## src/rtl/period_sequencer.sv

```systemverilog
// Period sequencer: walks PRELIM -> GAME -> ANSWER -> POST on a start edge,
// emitting one-cycle entry pulses and a per-second countdown off a 1 s prescaler.
module period_sequencer #(
  parameter int TICK_DIV   = 100000000,
  parameter int PRELIM_SEC = 3,
  parameter int GAME_SEC   = 30,
  parameter int ANSWER_SEC = 10,
  parameter int POST_SEC   = 5
) (
  input  logic       Clk100M,
  input  logic       Reset,
  input  logic       startBtn,
  input  logic       answerDone,
  output logic       prelimSig,
  output logic       gameSig,
  output logic       answerSig,
  output logic       postSig,
  output logic       tick1s,
  output logic [7:0] secondsLeft,
  output logic       busy
);

  localparam int PW = (TICK_DIV > 1) ? $clog2(TICK_DIV) : 1;
  localparam logic [PW-1:0] TICK_LAST = PW'(TICK_DIV - 1);
  localparam logic [7:0] PRELIM_LOAD = 8'(PRELIM_SEC);
  localparam logic [7:0] GAME_LOAD   = 8'(GAME_SEC);
  localparam logic [7:0] ANSWER_LOAD = 8'(ANSWER_SEC);
  localparam logic [7:0] POST_LOAD   = 8'(POST_SEC);

  typedef enum logic [2:0] {IDLE, PRELIM, GAME, ANSWER, POST} state_t;

  state_t state, state_next;
  logic [PW-1:0] presc, presc_next;
  logic [7:0] secs_next;
  logic prelim_next, game_next, answer_next, post_next, tick_next, busy_next;
  logic start_prev, start_edge, tick, last_sec;

  assign start_edge = startBtn & ~start_prev;
  assign tick       = (state != IDLE) && (presc == TICK_LAST);
  assign last_sec   = (secondsLeft == 8'd1);

  // A timeout is the tick that lands while one second remains; it replaces the decrement.
  always_comb begin
    state_next  = state;
    presc_next  = (state == IDLE || tick) ? '0 : presc + 1'b1;
    secs_next   = secondsLeft;
    prelim_next = 1'b0;
    game_next   = 1'b0;
    answer_next = 1'b0;
    post_next   = 1'b0;
    tick_next   = tick;
    if (tick && !last_sec && secondsLeft != 8'd0)
      secs_next = secondsLeft - 8'd1;

    case (state)
      IDLE: begin
        if (start_edge) begin
          state_next  = PRELIM;
          prelim_next = 1'b1;
          secs_next   = PRELIM_LOAD;
          presc_next  = '0;
        end
      end
      PRELIM: begin
        if (tick && last_sec) begin
          state_next = GAME;
          game_next  = 1'b1;
          secs_next  = GAME_LOAD;
          presc_next = '0;
        end
      end
      GAME: begin
        if (tick && last_sec) begin
          state_next  = ANSWER;
          answer_next = 1'b1;
          secs_next   = ANSWER_LOAD;
          presc_next  = '0;
        end
      end
      ANSWER: begin
        if (answerDone || (tick && last_sec)) begin
          state_next = POST;
          post_next  = 1'b1;
          secs_next  = POST_LOAD;
          presc_next = '0;
        end
      end
      POST: begin
        // A restart beats the POST timeout so the game loops without visiting IDLE.
        if (start_edge) begin
          state_next  = PRELIM;
          prelim_next = 1'b1;
          secs_next   = PRELIM_LOAD;
          presc_next  = '0;
        end else if (tick && last_sec) begin
          state_next = IDLE;
          secs_next  = 8'd0;
        end
      end
      default: begin
        state_next = IDLE;
        secs_next  = 8'd0;
      end
    endcase

    busy_next = (state_next != IDLE);
  end

  // Holding start_prev high through reset forces a fresh press after reset release.
  always_ff @(posedge Clk100M) begin
    if (Reset) begin
      state       <= IDLE;
      presc       <= '0;
      secondsLeft <= 8'd0;
      prelimSig   <= 1'b0;
      gameSig     <= 1'b0;
      answerSig   <= 1'b0;
      postSig     <= 1'b0;
      tick1s      <= 1'b0;
      busy        <= 1'b0;
      start_prev  <= 1'b1;
    end else begin
      state       <= state_next;
      presc       <= presc_next;
      secondsLeft <= secs_next;
      prelimSig   <= prelim_next;
      gameSig     <= game_next;
      answerSig   <= answer_next;
      postSig     <= post_next;
      tick1s      <= tick_next;
      busy        <= busy_next;
      start_prev  <= startBtn;
    end
  end

endmodule

```

## config.mk

```make
export PLATFORM = sky130hd
export DESIGN_NAME = period_sequencer
export DESIGN_NICKNAME = d
export VERILOG_FILES = /design/src/rtl/period_sequencer.sv
export SDC_FILE = /design/constraint.sdc
export NUM_CORES = 1
export LEC_CHECK = 0
export ABC_AREA = 1
export CAP_MARGIN = 5
export CELL_PAD_IN_SITES_DETAIL_PLACEMENT = 1
export CELL_PAD_IN_SITES_GLOBAL_PLACEMENT = 1
export CORE_ASPECT_RATIO = 1.2
export CORE_MARGIN = 5
export CORE_UTILIZATION = 45
export DETAILED_ROUTE_END_ITERATION = 6
export PLACE_DENSITY_LB_ADDON = 0.12
export SYNTH_ARGS = -nofsm -noshare
export SYNTH_HDL_FRONTEND = slang
export SYNTH_SLANG_ARGS = --single-unit
```

## constraint.sdc

```tcl
create_clock -name Clk100M -period 4.99 [get_ports Clk100M]
set_input_delay 1.497 -clock Clk100M [delete_from_list [all_inputs] [get_ports Clk100M]]
set_output_delay 1.497 -clock Clk100M [all_outputs]
set_load 0.005 [all_outputs]
```

Word level (Yosys, flattened, before mapping)
Index checks and enable logic that the tools add are counted.
{"block": "totals", "regBits": 45, "inputBits": 4, "out_inout_bits": 14}
{"block": "classes", "n_addsub": 2, "n_eq_ne": 6, "mux": 23, "bitwise_logic": 6, "reduce_logical": 17}
{"op": "two-way mux 27 bit", "n": 4}
{"op": "one-hot mux 27 bit (3 select lines)", "n": 1}
{"op": "two-way mux 8 bit", "n": 7}
{"op": "one-hot mux 8 bit (5 select lines)", "n": 1}
{"op": "adder 27 x 1 -> 27 bit (second input constant)", "n": 1}
{"op": "== test 27 bit (second input constant)", "n": 1}
{"op": "two-way mux 3 bit", "n": 6}
{"op": "one-hot mux 3 bit (5 select lines)", "n": 1}
{"op": "OR reduction 2 bit", "n": 6}
{"op": "== test 8 x 1 -> 1 bit (second input constant)", "n": 1}
{"op": "nonzero test 8 bit", "n": 1}
{"op": "subtractor 8 x 1 -> 8 bit (second input constant)", "n": 1}
{"op": "== test 3 x 2 -> 1 bit (second input constant)", "n": 2}
{"op": "nonzero test 3 bit", "n": 2}
{"op": "NOT 1 bit", "n": 5}
{"op": "logical AND 1 bit", "n": 4}
{"op": "== test 3 x 1 -> 1 bit (second input constant)", "n": 1}
{"op": "== test 3 bit (second input constant)", "n": 1}
{"op": "logical NOT 3 bit", "n": 1}
{"op": "two-way mux 1 bit", "n": 3}
{"op": "logical OR 1 bit", "n": 2}
{"op": "AND 1 bit", "n": 1}
{"op": "logical NOT 1 bit", "n": 1}

Depth between registers and ports, before layout
{"block": "logic_depth", "depth_word": 8, "depth_mapped": 13}

Worst setup path after synthesis
Ideal clock, no wire load.
{"block": "synth_path", "path_kind": "in2reg", "start": "input startBtn", "end": "register secondsLeft[5]", "setup_ns": 0.114, "t_arrival_ns": 2.279, "required_ns": 4.876, "setup_slack_ns": 2.597, "path_stages": 9, "path_cell_list": "inv_1 -> nor2_1 -> nor2_1 -> inv_1 -> nor2_1 -> o21ai_0 -> nand4_1 -> nand2_1 -> nor2_1"}
{"block": "synth_between", "elab_chain_cells": 3}
{"element": "from (decl)", "line": "12", "source": "input logic startBtn,"}
{"element": "AND 1 bit *", "line": "38", "source": "assign start_edge = startBtn & ~start_prev;"}
{"element": "two-way mux 8 bit (on tied branches)", "line": "90, 57"}
{"element": "one-hot mux 8 bit (5 select lines) *", "line": "55", "source": "case (state)"}
{"element": "to (signal assigned)", "line": "125", "source": "secondsLeft <= secs_next;"}
{"element": "to (decl)", "line": "19", "source": "output logic [7:0] secondsLeft,"}
Every way passes the cells marked *; elsewhere a longest branch is shown, timed or not.
A chain may end at the register's enable or synchronous reset.

Final worst setup path
{"block": "layout_path", "start": "register secondsLeft[0]", "end": "output secondsLeft[0]"}
No word-level cell between the ends.

==> summary.txt <==
Route
  • DR iter-0 viols: 90
  • TritonRoute pass-1 iters: 4
  • DR vias: 2275
  • Routed Antenna Nets: 0
  • Residual DRC count: 0
  • Final WL: 6.07 mm
  • Vias per cell: 5.19
  • Drt wl/cell: 13.9 um

Synthesis
  • Yosys cell types: 28
  • Post-synthesis sequential area ratio: 36.4%
  • Synthesized area: 0.00248 sq mm
  • Synth top area share: 36.4%
  • Syn nets: 364
  • Most area-consuming cells after synthesis: dfxtp_1, nor2_1, nand2_1, xor2_1, inv_1
  • Post-synth top area cell: dfxtp_1
  • Avg Inst Size Synth: 6.96 sq um
  • Synth Warn #: 0
  • #FFs+latches synth: 45
  • Post-Syn Instances: 356

Worst hold path
  • Hold Startpoint: presc[0]$_SDFF_PP0_
  • Hold path cells: 1
  • HP Class: reg2reg
  • Worst hold endpoint: presc[0]$_SDFF_PP0_

Floorplan
  • DIE HEIGHT: 91.3 um
  • Placeable Area: 0.00533 sq mm
  • Io pins: 18
  • Initial Util: 46.4%
  • Die span in x: 77.7 um
  • Die footprint: 0.00709 sq mm
  • FP Rows: 29

Clocking
  • CTS tree: done
  • Sink Count: 45
  • Hold_buf cts: 0
  • H-tree level count: 2
  • Total setup buffers inserted after CTS: 0
  • Worst-skew pair later-pin latency: 0.29 ns
  • Clk root buf: clkbuf_8
  • Clk pin slew, worst setup/hold paths: 0.08 ns
  • TritonCTS buffer count: 5
  • Post-cts repair resize count: 0
  • Clock buffer depth: 2

Power
  • Worst vdd ir: 0.109 mV
  • Sw Pwr: 0.145 mW
  • Clock power frac: 35.7%
  • Power Density: 227 mW/mm^2
  • Net Sw Frac: 22.9%
  • Internal power component: 0.487 mW
  • Combinational Power Share: 6.6%
  • Sequential power share: 57.7%
  • Static Leak: 1.11 nW

Critical path
  • CP bufs+invs: 1
  • Worst Path Class, Setup: reg2out
  • Worst R2R End: secondsLeft[4]$_SDFF_PP0_
  • Reg2reg start: presc[0]$_SDFF_PP0_
  • Reg2Reg Depth: 12
  • Worst reg-to-reg setup slack: 2.88 ns
  • Crit path largest cell delay: 0.55 ns
  • CP Launch Type: flip-flop
  • Critical path data arrival time: 1.30 ns
  • Critical Path Start: secondsLeft[0]$_SDFF_PP0_
  • Crit path cell chain: clkdlybuf4s50_1
  • Slowest-stage cell, CP: clkdlybuf4s50_1
  • Critical path capture point type: primary output
  • WP data required: 3.49 ns
  • Cell family with most CP delay: buffers and inverters
  • Critical-path maximum fanout: 6

GRT
  • First-pass GRT wire length: 10.8 mm
  • Gr ovfl total: 0
  • Vias in the first global route: 2395
  • Global Route Usage Sum: 18.4%
  • Antenna violations before repair: 0
  • Pin count of the biggest net entering global routing: 26

Cells and area
  • N_diodes: 0
  • Area grow syn2layout: 12.2%
  • Post-layout nets: 384
  • Share of cells above drive strength 1: 6.65%

Timing
  • Worst Tran Pin Value: 0.511 ns
  • Peak Freq: 0.357 GHz
  • Setup clock skew after layout: 0.00626 ns
  • Tcrit/Tclk final: 56.1%
  • # setup viols final: 0
  • Unrepaired setup endpoints after global routing: false
  • Total negative slack: 0 ns
  • Post-route minimum period: 2.80 ns
  • Final count of hold timing violations: 0
  • Slew HR: 65.6%
  • Max-slew violations: 0
  • Min Hold Slack: 0.462 ns

Flow run
  • Max-Cap Viols: 0

Outcome
  • Outcome: completed

Place
  • Routability cong.: 0.894
  • I/O Buffers: 17
  • DP HPWL: 4.77 mm
-- per-stage QoR --
stage / worst slack, ns / cell area, sq um / instances / util, % / power [mW]
final: 2.19 / 2780 / 438 / 52.1 / 0.631
after global routing: 2.03 / 2780 / 438 / 52.1 / 0.659
after CTS: 2.17 / 2780 / 438 / 52.1 / 0.639
after detailed placement: 1.95 / 2690 / 431 / 50.5 / 0.414
after global placement: 1.99 / 2690 / 431 / 50.5 / 0.414
after floorplan: 2.60 / 2480 / 356 / - / 0.402
-- registers in the layout, indices dropped and copies added, names as in the netlist --
name	cells
start_prev	1
secondsLeft	8
gameSig	1
tick1s	1
busy	1
prelimSig	1
answerSig	1
presc	27
state	3
postSig	1
-- per-layer routing --
layer / vias to the layer above / global-route usage (%) / part of all wire (%)
met5: - / 0 / 0
met4: 0 / 5.01 / 1.4
met3: 8 / 3.17 / 1.8
met2: 22 / 34.5 / 55
met1: 1102 / 21.0 / 42
li1: 1143 / - / -
-- kinds of logic after synthesis --
kind of cell | share of synthesized area (%)
AOI/OAI and AO/OA | 2.73
buffers and inverters | 9.15
and+or+nand+nor | 39.5
DFF | 36.4
adders and majority gates | 2.02
xor gates and xnor gates | 10.3
-- cell usage in the layout, fill, tap and decap left out --
master and instances:
nor2_1 72, nand2_1 70, inv_1 51, dfxtp_1 45, nand3_1 24, xor2_1 23, clkdlybuf4s50_1 17, nand4_1 12
nor3_1 7, a21oi_1 7, nor2_2 6, xnor2_1 6, clkbuf_8 6, nor4_1 5, o21ai_0 5, ha_1 4
nor2_4 3, nand2_2 2, nor3_2 2, nand2_4 1, nand4_4 1, nand3_2 1, nand3b_2 1, inv_2 1
nand3_4 1, nand3b_1 1, o21bai_1 1, clkbuf_1 1
-- cells in the mapped netlist --
cell / instances
nand2_2: 2
nand3b_1: 1
inv_1: 51
nand3_2: 1
nand3_4: 1
nand4_1: 12
o21bai_1: 1
dfxtp_1: 45
clkbuf_1: 1
nor4_1: 5
o21ai_0: 5
nand3b_2: 1
nor3_2: 2
nand2_1: 70
nor3_1: 7
nand4_4: 1
buf_2: 1
nand3_1: 24
inv_2: 1
xor2_1: 23
a21oi_1: 7
buf_6: 2
ha_1: 4
xnor2_1: 6
nor2_1: 72
nor2_4: 3
nor2_2: 6
nand2_4: 1
-- power by group through the flow --
stage | sequential, mW | combinational, mW | clock [mW]
3_5_place_dp | 0.373 | 0.0418 | 0
6_report | 0.364 | 0.0420 | 0.225
5_1_grt | 0.365 | 0.0474 | 0.247
2_1_floorplan | 0.372 | 0.0297 | 0
3_3_place_gp | 0.372 | 0.0411 | 0
4_1_cts | 0.364 | 0.0425 | 0.232
-- how the worst max path moves through the flow --
stage                                           end  depth (start not counted)
after floorplan           secondsLeft[5]$_SDFF_PP0_                          9
after global placement    secondsLeft[5]$_SDFF_PP0_                         10
after detailed placement  secondsLeft[6]$_SDFF_PP0_                         10
after CTS                            secondsLeft[0]                          1
after global routing      secondsLeft[6]$_SDFF_PP0_                         10
final                                secondsLeft[0]                          1
-- area by class of cell --
| type | instances | area [sq um] |
|---|---|---|
| Sequential cell | 45 | 901 |
| Timing Repair Buffer | 17 | 170 |
| Multi-Input combinational cell | 255 | 1350 |
| Fill cell | 716 | 2550 |
| Tap cell | 62 | 77.6 |
| Clock buffer | 7 | 86.3 |
| Inverter | 52 | 195 |
Note: power is estimated with default switching activity, not from simulation.
